**config.mk**
```make
export PLATFORM = sky130hd
export DESIGN_NAME = pb_command_dispatcher
export DESIGN_NICKNAME = d
export VERILOG_FILES = /design/src/rtl/pb_cmd_pkg.sv /design/src/rtl/pb_response_serializer.sv /design/src/rtl/pb_command_dispatcher.sv
export SDC_FILE = /design/constraint.sdc
export NUM_CORES = 1
export LEC_CHECK = 0
export CAP_MARGIN = 10
export CELL_PAD_IN_SITES_DETAIL_PLACEMENT = 2
export CELL_PAD_IN_SITES_GLOBAL_PLACEMENT = 2
export CORE_UTILIZATION = 37
export DETAILED_ROUTE_END_ITERATION = 12
export HOLD_SLACK_MARGIN = 0.02
export PLACE_DENSITY = 0.9
export REMOVE_ABC_BUFFERS = 1
export SYNTH_ARGS = -nofsm -noshare
export SYNTH_HDL_FRONTEND = slang
export SYNTH_SLANG_ARGS = --single-unit
```
**constraint.sdc**
```tcl
create_clock -name clock -period 3.7 [get_ports clock]
set_input_delay 0.555 -clock clock [delete_from_list [all_inputs] [get_ports clock]]
set_output_delay 0.555 -clock clock [all_outputs]
set_load 0.01 [all_outputs]
```
**src/rtl/pb_cmd_pkg.sv**
```systemverilog
// Shared types and constants for the peripheral-bus command dispatcher.
//   opcode_e       host command opcodes (values 5..7 are illegal)
//   state_e        dispatcher FSM states
//   rsp_bytes_t    4 x 8-bit byte bundle, byte n = bits [8n+7:8n]
//   RSP_*          single-byte status responses
package pb_cmd_pkg;

    localparam int unsigned MAX_RSP_BYTES = 4;
    localparam int unsigned NUM_OPS       = 5;
    localparam int unsigned RSP_LEN_W     = 3;

    localparam logic [7:0] RSP_ACK     = 8'h4B;
    localparam logic [7:0] RSP_TIMEOUT = 8'hEE;
    localparam logic [7:0] RSP_BADOP   = 8'hEF;

    typedef logic [MAX_RSP_BYTES-1:0][7:0] rsp_bytes_t;

    typedef enum logic [2:0] {
        OP_WRITE4 = 3'd0,
        OP_READ4  = 3'd1,
        OP_ADC4   = 3'd2,
        OP_ADC1   = 3'd3,
        OP_TEST   = 3'd4
    } opcode_e;

    typedef enum logic [2:0] {
        ST_IDLE      = 3'd0,
        ST_LAUNCH    = 3'd1,
        ST_REJECT    = 3'd2,
        ST_WAIT_DONE = 3'd3,
        ST_CAPTURE   = 3'd4,
        ST_STREAM    = 3'd5
    } state_e;

    function automatic logic op_is_legal(input logic [2:0] op);
        return op <= 3'(OP_TEST);
    endfunction

    // One-hot activation vector; bit index equals the opcode value.
    function automatic logic [NUM_OPS-1:0] op_onehot(input logic [2:0] op);
        logic [NUM_OPS-1:0] oh;
        oh = '0;
        if (op_is_legal(op)) oh[op] = 1'b1;
        return oh;
    endfunction

endpackage

```
**src/rtl/pb_response_serializer.sv**
```systemverilog
// Streams a 1..4 byte response over a valid/ready handshake.
//   load/load_bytes/load_len  capture a new response (len must be 1..4)
//   rsp_valid/rsp_ready       byte handshake, rsp_data held while stalled
//   rsp_last                  high on the final byte
//   done                      one-cycle pulse after the final transfer
module pb_response_serializer
    import pb_cmd_pkg::*;
(
    input  logic                 clock,
    input  logic                 reset,
    input  logic                 load,
    input  rsp_bytes_t           load_bytes,
    input  logic [RSP_LEN_W-1:0] load_len,
    output logic                 rsp_valid,
    input  logic                 rsp_ready,
    output logic [7:0]           rsp_data,
    output logic                 rsp_last,
    output logic                 done
);

    rsp_bytes_t           byte_q;
    logic [RSP_LEN_W-1:0] idx_q;
    logic [RSP_LEN_W-1:0] len_q;

    // Output byte is registered; the next one is fetched on each accepted transfer.
    always_ff @(posedge clock or negedge reset) begin
        if (!reset) begin
            byte_q    <= '0;
            idx_q     <= '0;
            len_q     <= '0;
            rsp_valid <= 1'b0;
            rsp_data  <= '0;
            rsp_last  <= 1'b0;
            done      <= 1'b0;
        end else begin
            done <= 1'b0;
            if (load) begin
                byte_q    <= load_bytes;
                len_q     <= load_len;
                idx_q     <= '0;
                rsp_valid <= 1'b1;
                rsp_data  <= load_bytes[0];
                rsp_last  <= (load_len == RSP_LEN_W'(1));
            end else if (rsp_valid && rsp_ready) begin
                if (rsp_last) begin
                    rsp_valid <= 1'b0;
                    rsp_last  <= 1'b0;
                    done      <= 1'b1;
                end else begin
                    idx_q    <= idx_q + RSP_LEN_W'(1);
                    rsp_data <= byte_q[2'(idx_q + RSP_LEN_W'(1))];
                    rsp_last <= ((idx_q + RSP_LEN_W'(2)) == len_q);
                end
            end
        end
    end

endmodule

```
**src/rtl/pb_command_dispatcher.sv**
```systemverilog
// Dispatches one parsed host command to the matching peripheral-bus state
// machine, watches for completion with a timeout, and streams the response.
//   cmd_*                        command handshake and payload
//   substate_pb_*_active         one-hot activation levels
//   substate_pb_*_complete       completion inputs (only the selected one is used)
//   command_param_data/CommandType  latched command parameters
//   ResponseBytes/ResponseByteCount response from the selected machine
//   rsp_*                        response byte stream to UART TX
//   busy, err_timeout, err_opcode status
module pb_command_dispatcher
    import pb_cmd_pkg::*;
#(
    parameter int unsigned CLOCK_FREQUENCY = 27000000,
    parameter int unsigned TIMEOUT_US      = 1000
) (
    input  logic        clock,
    input  logic        reset,
    input  logic        cmd_valid,
    output logic        cmd_ready,
    input  logic [2:0]  cmd_opcode,
    input  logic [1:0]  cmd_type,
    input  logic [31:0] cmd_param,
    output logic        substate_pb_i_write4_active,
    output logic        substate_pb_read4_active,
    output logic        substate_pb_adc4_active,
    output logic        substate_pb_adc1_active,
    output logic        substate_pb_test_active,
    input  logic        substate_pb_i_write4_complete,
    input  logic        substate_pb_read4_complete,
    input  logic        substate_pb_adc4_complete,
    input  logic        substate_pb_adc1_complete,
    input  logic        substate_pb_test_complete,
    output rsp_bytes_t  command_param_data,
    output logic [1:0]  CommandType,
    input  rsp_bytes_t  ResponseBytes,
    input  logic [3:0]  ResponseByteCount,
    output logic        rsp_valid,
    input  logic        rsp_ready,
    output logic [7:0]  rsp_data,
    output logic        rsp_last,
    output logic        busy,
    output logic        err_timeout,
    output logic        err_opcode
);

    localparam int unsigned WD_W           = 32;
    localparam int unsigned TIMEOUT_CYCLES = (CLOCK_FREQUENCY / 1000000) * TIMEOUT_US;
    localparam logic [WD_W-1:0] WD_LAST    = WD_W'(TIMEOUT_CYCLES - 1);

    state_e               state_q, state_d;
    logic [2:0]           opcode_q, opcode_d;
    logic [NUM_OPS-1:0]   active_q, active_d;
    logic [WD_W-1:0]      wd_cnt_q, wd_cnt_d;
    rsp_bytes_t           rsp_buf_q, rsp_buf_d;
    logic [RSP_LEN_W-1:0] rsp_len_q, rsp_len_d;
    logic                 ser_load_q, ser_load_d;
    rsp_bytes_t           params_d;
    logic [1:0]           type_d;
    logic                 err_timeout_d, err_opcode_d;
    logic                 cmd_ready_d;
    logic [NUM_OPS-1:0]   complete_vec;
    logic                 ser_done;

    assign complete_vec = {substate_pb_test_complete, substate_pb_adc1_complete,
                           substate_pb_adc4_complete, substate_pb_read4_complete,
                           substate_pb_i_write4_complete};

    assign substate_pb_i_write4_active = active_q[0];
    assign substate_pb_read4_active    = active_q[1];
    assign substate_pb_adc4_active     = active_q[2];
    assign substate_pb_adc1_active     = active_q[3];
    assign substate_pb_test_active     = active_q[4];

    // Next-state, watchdog and response-capture logic.
    always_comb begin
        state_d       = state_q;
        opcode_d      = opcode_q;
        active_d      = active_q;
        wd_cnt_d      = wd_cnt_q;
        rsp_buf_d     = rsp_buf_q;
        rsp_len_d     = rsp_len_q;
        ser_load_d    = 1'b0;
        params_d      = command_param_data;
        type_d        = CommandType;
        err_timeout_d = 1'b0;
        err_opcode_d  = 1'b0;

        unique case (state_q)
            ST_IDLE: begin
                if (cmd_valid) begin
                    params_d = cmd_param;
                    type_d   = cmd_type;
                    opcode_d = cmd_opcode;
                    state_d  = op_is_legal(cmd_opcode) ? ST_LAUNCH : ST_REJECT;
                end
            end
            ST_LAUNCH: begin
                active_d = op_onehot(opcode_q);
                wd_cnt_d = '0;
                state_d  = ST_WAIT_DONE;
            end
            ST_WAIT_DONE: begin
                // Completion takes priority over a coincident watchdog expiry.
                if ((complete_vec & active_q) != '0) begin
                    active_d = '0;
                    state_d  = ST_CAPTURE;
                end else if (wd_cnt_q == WD_LAST) begin
                    active_d      = '0;
                    err_timeout_d = 1'b1;
                    rsp_buf_d     = '0;
                    rsp_buf_d[0]  = RSP_TIMEOUT;
                    rsp_len_d     = RSP_LEN_W'(1);
                    ser_load_d    = 1'b1;
                    state_d       = ST_STREAM;
                end else begin
                    wd_cnt_d = wd_cnt_q + WD_W'(1);
                end
            end
            ST_CAPTURE: begin
                rsp_buf_d  = ResponseBytes;
                ser_load_d = 1'b1;
                state_d    = ST_STREAM;
                if (ResponseByteCount == 4'd0) begin
                    rsp_buf_d    = '0;
                    rsp_buf_d[0] = RSP_ACK;
                    rsp_len_d    = RSP_LEN_W'(1);
                end else if (ResponseByteCount >= 4'(MAX_RSP_BYTES)) begin
                    rsp_len_d = RSP_LEN_W'(MAX_RSP_BYTES);
                end else begin
                    rsp_len_d = RSP_LEN_W'(ResponseByteCount);
                end
            end
            ST_REJECT: begin
                err_opcode_d = 1'b1;
                rsp_buf_d    = '0;
                rsp_buf_d[0] = RSP_BADOP;
                rsp_len_d    = RSP_LEN_W'(1);
                ser_load_d   = 1'b1;
                state_d      = ST_STREAM;
            end
            ST_STREAM: begin
                if (ser_done) state_d = ST_IDLE;
            end
            default: state_d = ST_IDLE;
        endcase

        cmd_ready_d = (state_d == ST_IDLE);
    end

    // State and registered outputs.
    always_ff @(posedge clock or negedge reset) begin
        if (!reset) begin
            state_q            <= ST_IDLE;
            opcode_q           <= '0;
            active_q           <= '0;
            wd_cnt_q           <= '0;
            rsp_buf_q          <= '0;
            rsp_len_q          <= '0;
            ser_load_q         <= 1'b0;
            command_param_data <= '0;
            CommandType        <= '0;
            err_timeout        <= 1'b0;
            err_opcode         <= 1'b0;
            cmd_ready          <= 1'b1;
            busy               <= 1'b0;
        end else begin
            state_q            <= state_d;
            opcode_q           <= opcode_d;
            active_q           <= active_d;
            wd_cnt_q           <= wd_cnt_d;
            rsp_buf_q          <= rsp_buf_d;
            rsp_len_q          <= rsp_len_d;
            ser_load_q         <= ser_load_d;
            command_param_data <= params_d;
            CommandType        <= type_d;
            err_timeout        <= err_timeout_d;
            err_opcode         <= err_opcode_d;
            cmd_ready          <= cmd_ready_d;
            busy               <= !cmd_ready_d;
        end
    end

    pb_response_serializer u_serializer (
        .clock      (clock),
        .reset      (reset),
        .load       (ser_load_q),
        .load_bytes (rsp_buf_q),
        .load_len   (rsp_len_q),
        .rsp_valid  (rsp_valid),
        .rsp_ready  (rsp_ready),
        .rsp_data   (rsp_data),
        .rsp_last   (rsp_last),
        .done       (ser_done)
    );

endmodule
```
==> flow_summary.ini, run 1 <==
[detailed_routing]
drt-total-wl_um = 24000
drt_iter0_drc = 217
ant_nets = 0
vias = 5224
drtPass1Iterations = 6
drc = 0
vias_per_cell = 5.59
wl_per_cell_um = 25.6

[critical_path]
slowest_delay_ns = 0.69
crit_chain = clkdlybuf4s50_1, a222oi_1, nand3_1, nor3_4, nor3_4, buf_4, a22o_1
critPathMaxFanout = 15
cp.required_ns = 4.02
path_class = primary input to flip-flop
cpMostUsedCell = nor3_4
worstSetupEndpointType = flip-flop
worst_ep_arrival_time_ns = 3.01
cp_slowest_cell = a222oi_1
startpoint_type = primary input

[synthesis]
ys_types = 52
ys_ff_latch = 166
async_reset_ff_share_pct = 100
yosys_warnings = 0
synthFlopType = dfrtp_1
synth-edff-count = 0
syn_inst = 553
netlist_top_cells_area = dfrtp_1, mux2_2, a22o_1
synth_top_area_share_pct = 58.8
synth_area_per_cell_um2 = 12.7
yosysTopAreaCell = dfrtp_1
netlist_area_mm2 = 0.00702
yosysSeqAreaShare_pct = 59.2

[final_layout]
layout-area-overhead-vs-synth_pct = 31.5
design_area_mm2 = 0.00923
diodes = 0
nets = 772
final_layout_size_suffix_gt1_share_pct = 17.1
final_cell_count_no_fill = 935

[placed_design]
port_buffers = 134
place_area_mm2 = 0.00861
hpwl_um = 15600
gp_congestion = 0.759
dp_cells = 903

[clock_tree]
htreeDepth = 4
post_cts_buffers = 0
cts.path.max_buffers = 2
clock-sinks = 166
cts_tree = done
ctsHoldBuffers = 0
clk_pin_slew_ns = 0.07
root_buffer = clkbuf_16
cts_resized = 0
worstSkewPairLatency_ns = 0.43
numCtsBuffers = 17

[timing]
relSlewSlack_pct = 22.3
fin_worst_skew_ns = 0.00980
drv_slew = 0
setup_viol = 0
maxClockFrequency_mhz = 371
rsz0062_at_grt = false
post-route-period-util_pct = 72.8
worst_pin_slew_ns = 1.17
finalHoldViolations = 0
setup_tns_ns = 0
period_minus_slack_ns = 2.69

[run_status]
status = complete, no violations

[global_route]
grt_max_degree = 92
grt.overflow.total = 0
antenna_found_initial = 0
grt_pass1_vias = 6199
grt_pass1_wl_um = 38100
gr-usage-all-layers_pct = 26.2

[floorplan]
design.die.area_mm2 = 0.0195
row_count = 50
io_pins = 135
initial_core_util_pct = 37.6
core_area_mm2 = 0.0186
die_w_um = 140
die_y_um = 140

[worst_hold_path]
hold_class = primary input to asynchronous set/reset pin

[power]
power.leakage_nw = 3.96
ir_worst_vdd_mv = 0.473
p_per_area_mw_per_mm2 = 821

[run]
maxCapViolations = 0
[synthesized netlist by cell type (all sizes together), types with 3 or more instances]
library cell,instances
dfrtp,165
o2bb2ai,3
or3,4
nand2,35
a22o,26
nor3,7
buf,12
a2bb2oi,4
nor2,37
a21oi,10
and4,3
xnor2,3
clkbuf,13
nand3,15
nor3b,3
nor4bb,3
o22a,3
inv,14
mux2,63
nand2b,4
and3,7
nor4,7
a32o,3
mux4,8
nand4,15
o211ai,4
xor2,22
o21ai,27
mux2i,11
[routing by layer]
| metal | vias to the layer above | wire [um] | share of wire, % | GRT usage [%] |
|---|---|---|---|---|
| li1 | 2272 | - | - | - |
| met1 | 2767 | 9070 | 38 | 28.4 |
| met2 | 135 | 13300 | 56 | 49.2 |
| met3 | 50 | 890 | 3.7 | 6.13 |
| met4 | 0 | 685 | 2.9 | 9.89 |
| met5 | - | 0 | 0 | 0 |
[sequential cells by signal (all words and copies together), names as in the netlist]
name,cells
u_serializer.len_q,3
cmd_ready,1
rsp_buf_q,32
command_param_data,32
u_serializer.done,1
active_q,5
state_q,3
busy,1
u_serializer.rsp_data,8
wd_cnt_q,32
ser_load_q,1
u_serializer.idx_q,3
CommandType,2
err_opcode,1
u_serializer.rsp_valid,1
u_serializer.byte_q,32
u_serializer.rsp_last,1
opcode_q,3
rsp_len_q,3
err_timeout,1
[placed cells by master (no fill, tap or decap), drive strengths merged, types with 4 or more instances in the layout]
cell type / n
dfrtp: 165
clkdlybuf4s50: 133
mux2: 63
nor2: 37
nand2: 35
o21ai: 27
a22o: 26
xor2: 22
inv: 19
clkbuf: 17
nand4: 15
nand3: 15
mux2i: 11
a21oi: 10
mux4: 8
buf: 8
and3: 7
nor4: 7
nor3: 7
clkinv: 6
nand2b: 4
o211ai: 4
or3: 4
a2bb2oi: 4
[path summary, 6_finish.rpt]
kind	from	to	slack, ns	cells past startpoint
max	substate_pb_i_write4_complete	rsp_buf_q[17]$_DFFE_PN0P_	1.01	7
min	reset	err_timeout$_DFF_PN0_	0.20	1
max reg2reg	wd_cnt_q[0]$_DFFE_PN0P_	rsp_buf_q[17]$_DFFE_PN0P_	1.10	7
min reg2reg	command_param_data[14]$_DFFE_PN0P_	command_param_data[14]$_DFFE_PN0P_	0.51	1
max in group asynchronous	reset	u_serializer.byte_q[5]$_DFFE_PN0P_	2.66	2
min in group clock	command_param_data[14]$_DFFE_PN0P_	command_param_data[14]$_DFFE_PN0P_	0.51	1
[critical path, delay by kind of cell]
family / cells / cell delay (ns)
and+or+nand+nor: 3 / 0.81
buffers and inverters: 2 / 0.67
AOI/OAI and AO/OA: 2 / 0.96
[where the power goes]
| part | internal (mW) | total [mW] | switching (mW) |
|---|---|---|---|
| Combinational | 1.38 | 2.61 | 1.23 |
| Sequential | 2.49 | 3.13 | 0.643 |
| Clock | 0.971 | 1.84 | 0.870 |
[layout make-up]
cell class	count	area (um^2)
inverter	14	52.6
fill	1822	9410
clock inverter	15	191
timing repair buffer	141	1420
clock buffer	17	425
sequential	166	4160
multi-input combinational	348	2690
tap	234	293
[per-stage QoR]
stage	util (%)	setup WS, ns	power [mW]	hold slack, ns
3_5_place_dp	46.2	0.565	5.65	0.497
3_3_place_gp	46.2	0.710	5.32	0.482
2_1_floorplan	-	1.50	4.26	0.259
4_1_cts	49.5	0.991	7.65	0.236
6_report	49.5	1.01	7.58	0.202
5_1_grt	49.5	0.827	7.95	0.265
[cells by family after synthesis]
| family | synth area share, % |
|---|---|
| XOR/XNOR | 3.12 |
| flip-flops | 59.2 |
| AND/OR/NAND/NOR | 11.1 |
| multiplexers | 14.2 |
| AO/OA/AOI/OAI | 9.49 |
| buffers and inverters | 2.48 |
| adder cells (fa/ha/maj) | 0.357 |
No activity file was read; power rests on OpenSTA's default activity.
==> run 2: changes to the inputs <==
--- a/config.mk
+++ b/config.mk
@@ -8,10 +8,10 @@
 export CAP_MARGIN = 10
 export CELL_PAD_IN_SITES_DETAIL_PLACEMENT = 2
 export CELL_PAD_IN_SITES_GLOBAL_PLACEMENT = 2
-export CORE_UTILIZATION = 37
+export CORE_UTILIZATION = 31
 export DETAILED_ROUTE_END_ITERATION = 12
 export HOLD_SLACK_MARGIN = 0.02
-export PLACE_DENSITY = 0.9
+export PLACE_DENSITY = 0.81
 export REMOVE_ABC_BUFFERS = 1
 export SYNTH_ARGS = -nofsm -noshare
 export SYNTH_HDL_FRONTEND = slang
==> constraint.sdc (replaced) <==
create_clock -name clock -period 2.2 [get_ports clock]
set_input_delay 0.33 -clock clock [delete_from_list [all_inputs] [get_ports clock]]
set_output_delay 0.33 -clock clock [all_outputs]
set_load 0.01 [all_outputs]
==> run 2 against run 1 <==
The run now ends with design-rule violations, negative setup slack left. Global-route usage down 4.9 points. Register-to-register slack worse by 1.1 ns. Critical path depth stayed put. Non-clock buffer count is 61 higher. Critical path type is now flip-flop to flip-flop. Critical endpoint is now active_q[0]$_DFFE_PN0P_.
==> flow_summary.ini, run 2 (synthesized netlist as in run 1, its figures left out) <==
[final_layout]
fillers = 2173
diodes = 0
final_common_cell = dfrtp_1
final_layout_size_suffix_gt1_share_pct = 24.9
fin_util_pct = 44.7
layout-area-overhead-vs-synth_pct = 40.2
multi_input_area_mm2 = 0.00277
design_area_mm2 = 0.00984
nets = 834
final_cell_count_no_fill = 1043
final-seq-area_mm2 = 0.00416
layout_common_cells = dfrtp_1, clkdlybuf4s50_1, mux2_2

[floorplan]
initial_core_util_pct = 31.9
design.die.area_mm2 = 0.0232
io_pins = 135
core_area_mm2 = 0.0220
die_w_um = 152
die_y_um = 152
row_count = 54

[global_route]
grt_pass1_vias = 6512
grt_max_degree = 61
globalRouteMet3Util_pct = 4.44
grt_pass1_wl_um = 37900
use_met2_pct = 38.8
antenna_found_initial = 0
grtUsageMet1_pct = 23.9
grt.overflow.total = 0
top_usage_layer = met2
gr-usage-all-layers_pct = 21.3

[timing]
fin_worst_skew_ns = 0.0177
rsz0062_at_grt = true
relSlewSlack_pct = 48.1
setup_slack_ns = -0.0129
worst_pin_slew_ns = 0.775
period_minus_slack_ns = 2.21
setup_tns_ns = -0.0129
maxClockFrequency_mhz = 452
finalHoldViolations = 0
drv_slew = 0
setup_viol = 1
hold_slack_ns = 0.383
post-route-period-util_pct = 101

[run]
maxCapViolations = 0

[power]
p_int_mw = 8.43
p_per_area_mw_per_mm2 = 1310
power.leakage_nw = 4.29
power_frac_seq_pct = 38.9
combPwrFrac_pct = 37.9
clkPwrFrac_pct = 23.3
switchingPower_mw = 4.48
p_total_mw = 12.9
p_sw_share_pct = 34.7
ir_worst_vdd_mv = 0.646

[detailed_routing]
vias = 5429
drc = 1
drtPass1Iterations = 9
wl_per_cell_um = 22.9
vias_per_cell = 5.21
ant_nets = 0
drt-total-wl_um = 23900
drt_iter0_drc = 219

[critical_path]
path_class = flip-flop to flip-flop
critPathMaxFanout = 5
worst_ep_arrival_time_ns = 2.52
cp.required_ns = 2.51
startpoint_type = flip-flop
worstSetupEndpointType = flip-flop

[placed_design]
dp_slack_ns = -0.727
place_area_mm2 = 0.00912
gp_congestion = 0.789
port_buffers = 134
hpwl_um = 15500
dp_cells = 1005

[worst_hold_path]
hold_class = primary input to asynchronous set/reset pin

[clock_tree]
root_buffer = clkbuf_16
clk_pin_slew_ns = 0.07
clock-sinks = 166
htreeDepth = 4
cts.path.max_buffers = 2
worstSkewPairLatency_ns = 0.44
cts_tree = done
numCtsBuffers = 17

[run_status]
violations = design-rule violations, negative setup slack
status = finished, violations left
[run 2: cell types whose count changed in the layout (fill, tap and decap cells not counted), sizes merged]
cell / delta
clkbuf: +2
clkinvlp: -1
inv: +2
dlygate4sd3: +1
clkinv: -3
nor3: +1
buf: +60
[run 2: per-layer routing]
| metal | share of wire (%) | up-vias |
|---|---|---|
| met3 | 3.6 | 48 |
| met2 | 55 | 138 |
| met5 | 0 | - |
| met4 | 2.9 | 0 |
| li1 | - | 2400 |
| met1 | 39 | 2843 |
[run 2: power groups by stage]
| stage | sequential [mW] | combinational [mW] | clock, mW |
|---|---|---|---|
| floorplan | 5.04 | 2.13 | 0 |
| global placement | 4.87 | 4.36 | 0 |
| detailed placement | 4.99 | 4.67 | 0 |
| CTS | 5.01 | 4.88 | 3.05 |
| global route | 5.13 | 5.23 | 3.18 |
| finish | 5.02 | 4.89 | 3.00 |
[run 2: worst paths after layout]
check | slack [ns] | endpoint | depth (start not counted) | startpoint
worst max-delay path | -0.01 | active_q[0]$_DFFE_PN0P_ | 7 | wd_cnt_q[0]$_DFFE_PN0P_
worst min-delay path | 0.38 | wd_cnt_q[31]$_DFFE_PN0P_ | 2 | reset
worst max register to register | -0.01 | active_q[0]$_DFFE_PN0P_ | 7 | wd_cnt_q[0]$_DFFE_PN0P_
worst min register to register | 0.51 | rsp_buf_q[17]$_DFFE_PN0P_ | 1 | rsp_buf_q[17]$_DFFE_PN0P_
max in group asynchronous | 1.12 | cmd_ready$_DFF_PN1_ | 3 | reset
min in group clock | 0.50 | rsp_buf_q[22]$_DFFE_PN0P_ | 2 | ResponseBytes[22]
[run 2: layout make-up]
type	instances	area share, %
clock inverters	13	1.36
multi-input cells	349	28.1
repair buffers	202	19.6
flip-flops and latches	166	42.3
well taps	280	3.56
inverters	14	0.534
clock buffers	19	4.60
[run 2: critical path, stage by stage, from the launching register on]
cell,delay (ns)
dfrtp_1,0.37
ha_2,0.22
nor4bb_2,0.28
nand4_1,0.24
buf_4,0.24
o211a_1,0.24
a21o_1,0.25
a22o_1,0.26
[run 2: what timing repair did]
action	4_1_cts	5_1_grt
pin swaps	5	12
setup endpoints to repair	36	25
gates cloned	1	0
hold endpoints to repair	38	0
hold buffers	1	0
setup buffers	2	2
gates resized for setup	8	5
